## config.mk

```make
export PLATFORM = sky130hd
export DESIGN_NAME = flit_injector_flat
export DESIGN_NICKNAME = d
export VERILOG_FILES = /design/src/rtl/noc_pkg.sv /design/src/rtl/flit_injector_if.sv /design/src/rtl/flit_injector.sv /design/src/flat_wrapper.sv
export SDC_FILE = /design/constraint.sdc
export NUM_CORES = 1
export LEC_CHECK = 0
export CORE_MARGIN = 8
export CORE_UTILIZATION = 35
export CTS_CLUSTER_DIAMETER = 100
export DETAILED_ROUTE_END_ITERATION = 16
export GPL_TIMING_DRIVEN = 0
export PLACE_DENSITY = 0.66
export SLEW_MARGIN = 30
export SYNTH_ARGS = -nofsm -noshare
export SYNTH_HDL_FRONTEND = slang
export SYNTH_SLANG_ARGS = --single-unit
```

## constraint.sdc

```tcl
create_clock -name clk -period 2.7 [get_ports clk]
set_input_delay 0.675 -clock clk [delete_from_list [all_inputs] [get_ports clk]]
set_output_delay 0.675 -clock clk [all_outputs]
set_load 0.005 [all_outputs]
```

## src/rtl/noc_pkg.sv

```systemverilog
// Constants and types shared between the flit injector and the router arbiter/timer.
// The flit_id codes must stay bit-identical to the ones the arbiter's timer decodes.
package noc_pkg;

    localparam int LEN_W = 12;

    localparam logic [2:0] FLIT_IDLE = 3'b000;
    localparam logic [2:0] FLIT_HEAD = 3'b001;
    localparam logic [2:0] FLIT_BODY = 3'b010;
    localparam logic [2:0] FLIT_TAIL = 3'b100;

    typedef enum logic [1:0] {
        ST_IDLE,
        ST_REQ,
        ST_BODY,
        ST_TAIL
    } inj_state_e;

endpackage

```

## src/rtl/flit_injector_if.sv

```systemverilog
// Descriptor, payload, arbiter and flit-output signals of one router input port.
// The master modport is the injector side; the slave modport is the environment side.
interface flit_injector_if #(
    parameter int DATA_W = 32
);
    import noc_pkg::*;

    logic              pkt_valid;
    logic              pkt_ready;
    logic [LEN_W-1:0]  pkt_len;
    logic              in_valid;
    logic              in_ready;
    logic [DATA_W-1:0] in_data;
    logic              req;
    logic              grant;
    logic              flit_valid;
    logic [2:0]        flit_id;
    logic [DATA_W-1:0] flit_data;
    logic [LEN_W-1:0]  length;

    modport master (
        input  pkt_valid, pkt_len, in_valid, in_data, grant,
        output pkt_ready, in_ready, req, flit_valid, flit_id, flit_data, length
    );

    modport slave (
        output pkt_valid, pkt_len, in_valid, in_data, grant,
        input  pkt_ready, in_ready, req, flit_valid, flit_id, flit_data, length
    );

endinterface

```

## src/rtl/flit_injector.sv

```systemverilog
// Requester-side packet injector: latches a descriptor, requests the arbiter and streams
// header/body/tail flits while granted, stalling in place whenever the grant is withdrawn.
module flit_injector
    import noc_pkg::*;
#(
    parameter int DATA_W        = 32,
    parameter int TIMEOUT_SLACK = 2
) (
    input  logic           clk,
    input  logic           rst,
    flit_injector_if.master bus
);

    inj_state_e       state_q;
    logic [LEN_W-1:0] len_q;
    logic [LEN_W-1:0] rem_q;
    logic             req_q;

    logic             accept;
    logic [LEN_W-1:0] len_acc;
    logic             beat;

    function automatic logic [LEN_W-1:0] sat_len(input logic [LEN_W-1:0] l);
        logic [LEN_W:0] s;
        s = {1'b0, l} + (LEN_W+1)'(TIMEOUT_SLACK);
        return s[LEN_W] ? {LEN_W{1'b1}} : s[LEN_W-1:0];
    endfunction

    assign accept  = (state_q == ST_IDLE) && bus.pkt_valid;
    assign len_acc = (bus.pkt_len < LEN_W'(2)) ? LEN_W'(2) : bus.pkt_len;
    // A payload beat moves only when the arbiter grants us and a word is offered.
    assign beat    = req_q && bus.grant && bus.in_valid;

    assign bus.pkt_ready = (state_q == ST_IDLE);
    assign bus.req       = req_q;
    assign bus.length    = (state_q == ST_IDLE) ? '0 : sat_len(len_q);

    always_comb begin
        bus.flit_valid = 1'b0;
        bus.flit_id    = FLIT_IDLE;
        bus.flit_data  = '0;
        bus.in_ready   = 1'b0;
        case (state_q)
            ST_REQ: begin
                if (req_q && bus.grant) begin
                    bus.flit_valid = 1'b1;
                    bus.flit_id    = FLIT_HEAD;
                    bus.flit_data  = DATA_W'(len_q);
                end
            end
            ST_BODY, ST_TAIL: begin
                if (beat) begin
                    bus.flit_valid = 1'b1;
                    bus.flit_id    = (state_q == ST_BODY) ? FLIT_BODY : FLIT_TAIL;
                    bus.flit_data  = bus.in_data;
                    bus.in_ready   = 1'b1;
                end
            end
            default: ;
        endcase
    end

    always_ff @(posedge clk or posedge rst) begin
        if (rst) begin
            state_q <= ST_IDLE;
            req_q   <= 1'b0;
            rem_q   <= '0;
        end else begin
            case (state_q)
                ST_IDLE: begin
                    if (accept) begin
                        state_q <= ST_REQ;
                        req_q   <= 1'b1;
                        rem_q   <= len_acc - LEN_W'(1);
                    end
                end
                ST_REQ: begin
                    if (bus.grant) begin
                        state_q <= (rem_q == LEN_W'(1)) ? ST_TAIL : ST_BODY;
                    end
                end
                ST_BODY: begin
                    if (beat) begin
                        rem_q <= rem_q - LEN_W'(1);
                        if (rem_q == LEN_W'(2)) begin
                            state_q <= ST_TAIL;
                        end
                    end
                end
                ST_TAIL: begin
                    if (beat) begin
                        state_q <= ST_IDLE;
                        req_q   <= 1'b0;
                        rem_q   <= '0;
                    end
                end
                default: begin
                    state_q <= ST_IDLE;
                    req_q   <= 1'b0;
                end
            endcase
        end
    end

    // Length is only observed outside IDLE, so the latch needs no reset.
    always_ff @(posedge clk) begin
        if (accept) begin
            len_q <= len_acc;
        end
    end

endmodule

```

## src/flat_wrapper.sv

```systemverilog
// flat-port wrapper written by rule: the top's interface ports become plain ports
module flit_injector_flat import noc_pkg::*;
#(
    parameter int DATA_W        = 32,
    parameter int TIMEOUT_SLACK = 2
)
  (clk, rst, bus_pkt_valid, bus_pkt_len, bus_in_valid, bus_in_data, bus_grant, bus_pkt_ready, bus_in_ready, bus_req, bus_flit_valid, bus_flit_id, bus_flit_data, bus_length);
  flit_injector_if #(.DATA_W(DATA_W)) bus_i ();
  input  logic clk;
  input  logic rst;
  input wire logic [$bits(bus_i.pkt_valid)-1:0] bus_pkt_valid;
  input wire logic [$bits(bus_i.pkt_len)-1:0] bus_pkt_len;
  input wire logic [$bits(bus_i.in_valid)-1:0] bus_in_valid;
  input wire logic [$bits(bus_i.in_data)-1:0] bus_in_data;
  input wire logic [$bits(bus_i.grant)-1:0] bus_grant;
  output wire logic [$bits(bus_i.pkt_ready)-1:0] bus_pkt_ready;
  output wire logic [$bits(bus_i.in_ready)-1:0] bus_in_ready;
  output wire logic [$bits(bus_i.req)-1:0] bus_req;
  output wire logic [$bits(bus_i.flit_valid)-1:0] bus_flit_valid;
  output wire logic [$bits(bus_i.flit_id)-1:0] bus_flit_id;
  output wire logic [$bits(bus_i.flit_data)-1:0] bus_flit_data;
  output wire logic [$bits(bus_i.length)-1:0] bus_length;
  assign bus_i.pkt_valid = bus_pkt_valid;
  assign bus_i.pkt_len = bus_pkt_len;
  assign bus_i.in_valid = bus_in_valid;
  assign bus_i.in_data = bus_in_data;
  assign bus_i.grant = bus_grant;
  assign bus_pkt_ready = bus_i.pkt_ready;
  assign bus_in_ready = bus_i.in_ready;
  assign bus_req = bus_i.req;
  assign bus_flit_valid = bus_i.flit_valid;
  assign bus_flit_id = bus_i.flit_id;
  assign bus_flit_data = bus_i.flit_data;
  assign bus_length = bus_i.length;
  flit_injector #(.DATA_W(DATA_W), .TIMEOUT_SLACK(TIMEOUT_SLACK)) u_core (.clk(clk), .rst(rst), .bus(bus_i));
endmodule
```

# After elaboration in Yosys (flattened, before gate mapping)
# Index checks and enable logic that the tools add are counted.
dict set report classes {
  addsub 3
  multipliers 0
  n_div 0
  n_lt_le_gt_ge 1
  eq_ne 10
  shift 0
  n_mux 28
  n_bitwise 0
  n_reduce_logical 10
}
# operator n
set op_table {}
lappend op_table {{$mux 12} 7}
lappend op_table {{$pmux 32 s2} 1}
lappend op_table {{$pmux 12 s3} 1}
lappend op_table {{$mux 32} 1}
lappend op_table {{$sub 12x1->12 const B} 2}
lappend op_table {{$add 12x2->13 const B} 1}
lappend op_table {{$eq 12x1->1 const B} 1}
lappend op_table {{$eq 12x2->1 const B} 1}
lappend op_table {{$lt 12x2->1 const B} 1}
lappend op_table {{$mux 2} 5}
lappend op_table {{$pmux 2 s4} 1}
lappend op_table {{$mux 1} 7}
lappend op_table {{$mux 3} 2}
lappend op_table {{$ne 2x1->1 const B} 3}
lappend op_table {{$pmux 3 s2} 1}
lappend op_table {{$reduce_and 5->1} 1}
lappend op_table {{$eq 2x2->1 const B} 2}
lappend op_table {{$ne 2x2->1 const B} 2}
lappend op_table {{$pmux 1 s2} 2}
lappend op_table {{$reduce_and 4->1} 1}
lappend op_table {{$logic_and 1x1->1} 3}
lappend op_table {{$reduce_and 3->1} 1}
lappend op_table {{$reduce_bool 3->1} 1}
lappend op_table {{$eq 2x1->1 const B} 1}
lappend op_table {{other kinds (3)} 3}
dict set report word_totals {
  register_bits 27
  latch_bits 0
  mem_bits_rw 0
  mem_bits_ro 0
  input_bits 49
  out_inout_bits 51
  elab_cells 56
  n_memories 0
}

# Logic depth before layout (Yosys ltp)
dict set report logic_depth {
  ltp_word 5
  depth_mapped 9
  depth_no_buf 9
}

# Worst setup path after synthesis
# OpenSTA, ideal clock, no wires.
dict set report synth_path {
  kind {input-to-output}
  from {input port bus_grant}
  to {output port bus_flit_data[0]}
  arrival_ns 1.646
  t_required_ns 2.025
  slack_ns 0.379
  path_stages 5
  path_buffers 1
  cell_sequence {nand3_1 > nor2_1 > clkbuf_1 > a22oi_1 > nor2_1}
}
dict set report synth_via {
  elab_chain_cells 4
  elab_cells_between_ends 5
  classes_between {mux: 3; reduce/logical: 2}
}
# element line_no
set synth_lines {}
lappend synth_lines {{from (decl)} flat_wrapper.sv:15} ;# input wire logic [$bits(bus_i.grant)-1:0] bus_grant;
lappend synth_lines {{$logic_and 1x1->1 (*)} {flit_injector.sv:32, flit_injector.sv:45}}
lappend synth_lines {{$logic_and 1x1->1} flit_injector.sv:32} ;# assign beat = req_q && bus.grant && bus.in_valid;
lappend synth_lines {{$mux 32} flit_injector.sv:52} ;# if (beat) begin
lappend synth_lines {{$pmux 32 s2 (*)} flit_injector.sv:43} ;# case (state_q)
lappend synth_lines {{to (decl)} flat_wrapper.sv:21} ;# output wire logic [$bits(bus_i.flit_data)-1:0] bus_flit_data;
# Every way passes the cells marked *; elsewhere a longest branch is shown, timed or not.

# Worst setup path in the final report
dict set report layout_path {
  from {register u_core.len_q[2]}
  to {output port bus_length[11]}
}
dict set report layout_via {
  elab_chain_cells 3
}
# element line_no
set layout_lines {}
lappend layout_lines {{from (decl)} flit_injector.sv:15} ;# logic [LEN_W-1:0] len_q;
lappend layout_lines {{from (signal assigned)} flit_injector.sv:108} ;# len_q <= len_acc;
lappend layout_lines {{$add 12x2->13} flit_injector.sv:25} ;# s = {1'b0, l} + (LEN_W+1)'(TIMEOUT_SLACK);
lappend layout_lines {{$mux 12} flit_injector.sv:26} ;# return s[LEN_W] ? {LEN_W{1'b1}} : s[LEN_W-1:0];
lappend layout_lines {{$mux 12} flit_injector.sv:36} ;# assign bus.length = (state_q == ST_IDLE) ? '0 : sat_len(len_q);
lappend layout_lines {{to (decl)} flat_wrapper.sv:22} ;# output wire logic [$bits(bus_i.length)-1:0] bus_length;
# No other way between the ends.

==> results by stage <==
Power and ir drop:
- The design draws 0.003004 W.
- The internal portion of the total power is 0.001695 W.
- Of the total power, the clock network draws 0.076.
- The share of total power in sequential cells is 0.255.
- The total power divided by cell area is 795.2 mW/mm^2.
- The combinational group share of total power is 0.669.
- The net switching power is 0.001309 W.
- IR analysis of the VDD net gives a maximum drop of 447.2 uV.
- Of the total power, the share spent switching nets is 0.4358.
- For this design the static power due to leakage is 1.655 nW.

Yosys:
- The area share of the largest cell type after synthesis is 0.1657.
- In this run, synthesis inferred 12 flip-flops with an integrated enable.
- The average cell area after synthesis is 8.270 sq um.
- The cell with the most instances after synthesis is sky130_fd_sc_hd__nor2_1.
- The cell count after synthesis is 274.
- The count of different cell masters after synthesis is 55.
- In the synthesized netlist the dominant register cell turns out to be sky130_fd_sc_hd__dfrtp_1.
- For this run, asynchronously set or reset flops after synthesis account for 0.5556.
- During synthesis, Yosys emitted a total of 0 warnings.
- By count the netlist is led by sky130_fd_sc_hd__nor2_1 (33), sky130_fd_sc_hd__and2_1 (21), sky130_fd_sc_hd__clkbuf_1 (19), sky130_fd_sc_hd__nand2_1 (17), sky130_fd_sc_hd__dfrtp_1 (15).
- For this run, the register share of the synthesized area comes to 0.3247.
- In the post-synthesis netlist, the biggest area contributors are sky130_fd_sc_hd__dfrtp_1 (17%), sky130_fd_sc_hd__edfxtp_1 (16%), sky130_fd_sc_hd__and2_1 (5.8%).
- The register bit count reported by yosys is 27.
- The largest area contributor in the netlist is sky130_fd_sc_hd__dfrtp_1.
- The cell area after technology mapping is 0.002266 sq mm.
- When the netlist entered floorplanning its net count stood at 332.

Floorplanning:
- The initial utilization of the core area, before any placement, comes to 0.3589.
- The total die area is 0.009305 sq mm.
- The placeable core region is 0.006314 sq mm.
- The I/O pin total is 100.
- The die is 96.46 um wide.
- The number of placement rows is 29.
- The die is 96.46 um tall.

CTS:
- The buffer type at the clock tree root is sky130_fd_sc_hd__clkbuf_8.
- The insertion delay of the later-clocked pin in the worst-skew pair is 0.28 ns.
- The total clock buffers created by CTS is 3.
- CTS built an H-tree with a depth of 1.
- The clock net in this run drives a total of 27 sinks.
- Clock-pin slew was measured on the worst setup and hold paths at 0.10 ns.
- The longest clock path from root to sink contains 2 buffers.
- The clock tree from TritonCTS is built.

Global routing:
- The first global-routing pass estimated 11970 um of wire.
- The number of global-route vias before repair came to 2457.
- The overall routing resource usage is 0.1608.
- The initial antenna violation count is 0.
- After global routing the overflow that remains totals 0.
- Entering global routing, the biggest net connects 16 pins.

Timing:
- In the finished design, the share of the clock period the worst path needs comes to 0.9803.
- The worst max-slew margin expressed relative to the limit is 0.6039.
- The number of pins with negative max-slew slack in the final report is 0.
- The setup slack of the critical path after layout is 0.05309 ns.
- The transition time of the tightest slew-check pin is 0.5935 ns.
- Setup violations remaining at the end of the flow were counted as 0.
- The maximum clock frequency is 377.8 MHz.
- Setup repair after global routing could not meet its margin everywhere.
- Counting I/O delays and the setup requirement, the final critical path takes 2.647 ns.
- The clock arrives with 0.01461 ns of skew.
- The number of failing hold endpoints at the final stage came to 0.

Critical path:
- The data required time at the worst endpoint is 2.03 ns.
- The slowest stage of the critical path belongs to the cell sky130_fd_sc_hd__clkdlybuf4s50_1.
- The worst setup path is launched from a flop.
- The signal on the critical path passes through ha_1, nand3_2, nor2_1, mux2i_1, nor2_1, clkdlybuf4s50_1.
- Grouping stages by cell kind, the critical path spends the most delay in buffers and inverters.
- The capturing element type of the critical path is an output port.
- Counting both buffers and inverters, the worst setup path holds a total of 1.
- The signal arrival time at the worst endpoint is 1.97 ns.
- In this design, the critical path's most frequently occurring cell is sky130_fd_sc_hd__nor2_1.
- The highest cell delay on the worst timing path is 0.45 ns.
- Along the worst path, the maximum fanout reaches 4.
- By startpoint and endpoint, the worst setup path is classified as flop to output port.

Routing:
- For this run, design rule violations remaining after detail routing come to 0.
- The violation count after the first detailed-routing iteration is 134.
- The count of antenna-violating nets left after detailed routing is 0.
- The ratio of routed vias to standard cells is 5.264.
- The average routed wire per standard cell is 16.28 um.
- For this block, the routed nets add up to 7764 um of wire.
- The final route contains 2511 vias.
- The first detailed-routing pass took 5 iterations.

Hold path:
- The worst hold path belongs to the class flop to flop.

Final layout:
- The number of antenna diodes in the final layout is 0.
- Relative to the synthesized area, the layout overhead comes to 66.70%.
- The count of non-filler cells in the finished layout is 477.
- For this run, the share of the core covered by cells in the final layout is 0.5983.
- In the final layout, the share of cells above drive strength 1 is 0.1950.
- The net total in the final layout is 459.
- Fill cells in the final layout number 583.

Outcome:
- The flow ran to the end, and the final reports show no timing, DRC or antenna violations.

Place:
- Counting tap cells, the placed design contains a total of 450 instances.
- At the end of routability-driven placement, the weighted congestion stood at 0.9483.
- The post-place setup slack is -0.9163 ns.
- Input and output buffers added on the ports amount to 99.
- The detailed placement HPWL is 5967 um.

Run:
- The total of max-cap violations is 0.
[power groups by stage]
stage	clock network, W	registers, W	logic (W)
2_1_floorplan	0	0.000721	0.00104
3_3_place_gp	0	0.000759	0.00171
3_5_place_dp	0	0.000762	0.00173
4_1_cts	0.000236	0.000764	0.00198
5_1_grt	0.000252	0.000790	0.00222
6_report	0.000229	0.000765	0.00201
[stage by stage]
stage          hold slack (ns)  instance area (sq um)  setup TNS [ns]
2_1_floorplan           0.4769                   2266               0
3_3_place_gp            0.4951                   3353          -25.31
3_5_place_dp            0.5095                   3353          -26.07
4_1_cts                 0.5302                   3665               0
5_1_grt                 0.5857                   3777         -0.1284
6_report                0.5329                   3777               0
[logic make-up after synthesis]
| kind of cell | share of synthesized area |
|---|---|
| simple gates | 0.2965 |
| compound gates | 0.2027 |
| buf+inv | 0.06239 |
| flops | 0.3247 |
| xor+xnor | 0.05025 |
| fa+ha+maj | 0.04970 |
| mux | 0.01380 |
[metal layers]
metal	GRT usage	vias to the layer above	share of wire
met3	0.02705	9	0.11
met1	0.2090	1147	0.43
met2	0.2678	114	0.45
li1	-	1241	-
met4	0.04414	0	0.014
met5	0	-	0
[cell usage in the layout (no fill, tap or decap), drive strengths merged, types with 3 or more instances in the layout]
master / instances
nand4: 3
xnor2: 6
or4: 3
o21ai: 12
a21oi: 14
dlygate4sd2: 31
and2: 21
nand2b: 4
inv: 12
xor2: 7
clkdlybuf4s50: 54
nand2: 17
dlymetal6s2s: 8
o31a: 3
a22oi: 13
clkdlybuf4s15: 3
nor4: 6
edfxtp: 12
a31oi: 4
and3: 3
nand3: 10
nor3: 15
ha: 9
o211ai: 3
dfrtp: 15
nor2: 35
o221ai: 3
clkbuf: 22
buf: 27
[worst reg2reg max path: cells and delay by family (launching register included)]
family                   cells  cell delay (ns)
AO/OA/AOI/OAI                2             0.75
adder cells (fa/ha/maj)      1             0.18
buffers and inverters        2             0.31
flip-flops                   1             0.43
multiplexers                 1             0.27
AND/OR/NAND/NOR              2             0.13
[state kept, by name (all words and copies together) (netlist names)]
register and count:
u_core.state_q 2, u_core.len_q 12, u_core.rem_q 12, u_core.bus.req 1
[timing repair]
action / CTS / global route
hold buffers: 0 / 0
pin swaps: 4 / 3
gates cloned: 1 / 0
gates resized for setup: 88 / 24
endpoints found under the setup margin: 52 / 27
buffers inserted: 17 / 7
[worst paths after layout]
kind | start | to | slack [ns] | depth (start not counted)
setup reg to reg | u_core.state_q[0] | u_core.rem_q[7] | 0.52 | 8
max in group asynchronous | rst | u_core.state_q[1] | 1.54 | 2
min in group asynchronous | rst | u_core.rem_q[6] | 0.75 | 2
hold / removal | u_core.rem_q[11] | u_core.rem_q[11] | 0.53 | 2
setup / recovery | u_core.len_q[2] | bus_length[11] | 0.05 | 6
hold reg to reg | u_core.rem_q[11] | u_core.rem_q[11] | 0.53 | 2
[cell type report]
cell class	count	area, sq um	share of cell area
buffer	19	143.9	0.03809
tap	77	96.34	0.02551
clock buffer	3	41.29	0.01093
sequential	27	737.0	0.1951
multi-input combinational	213	1546	0.4094
timing repair buffer	124	1155	0.3057
inverter	13	52.55	0.01391
clock inverter	1	5.005	0.001325
(Power assumes the default switching activity.)
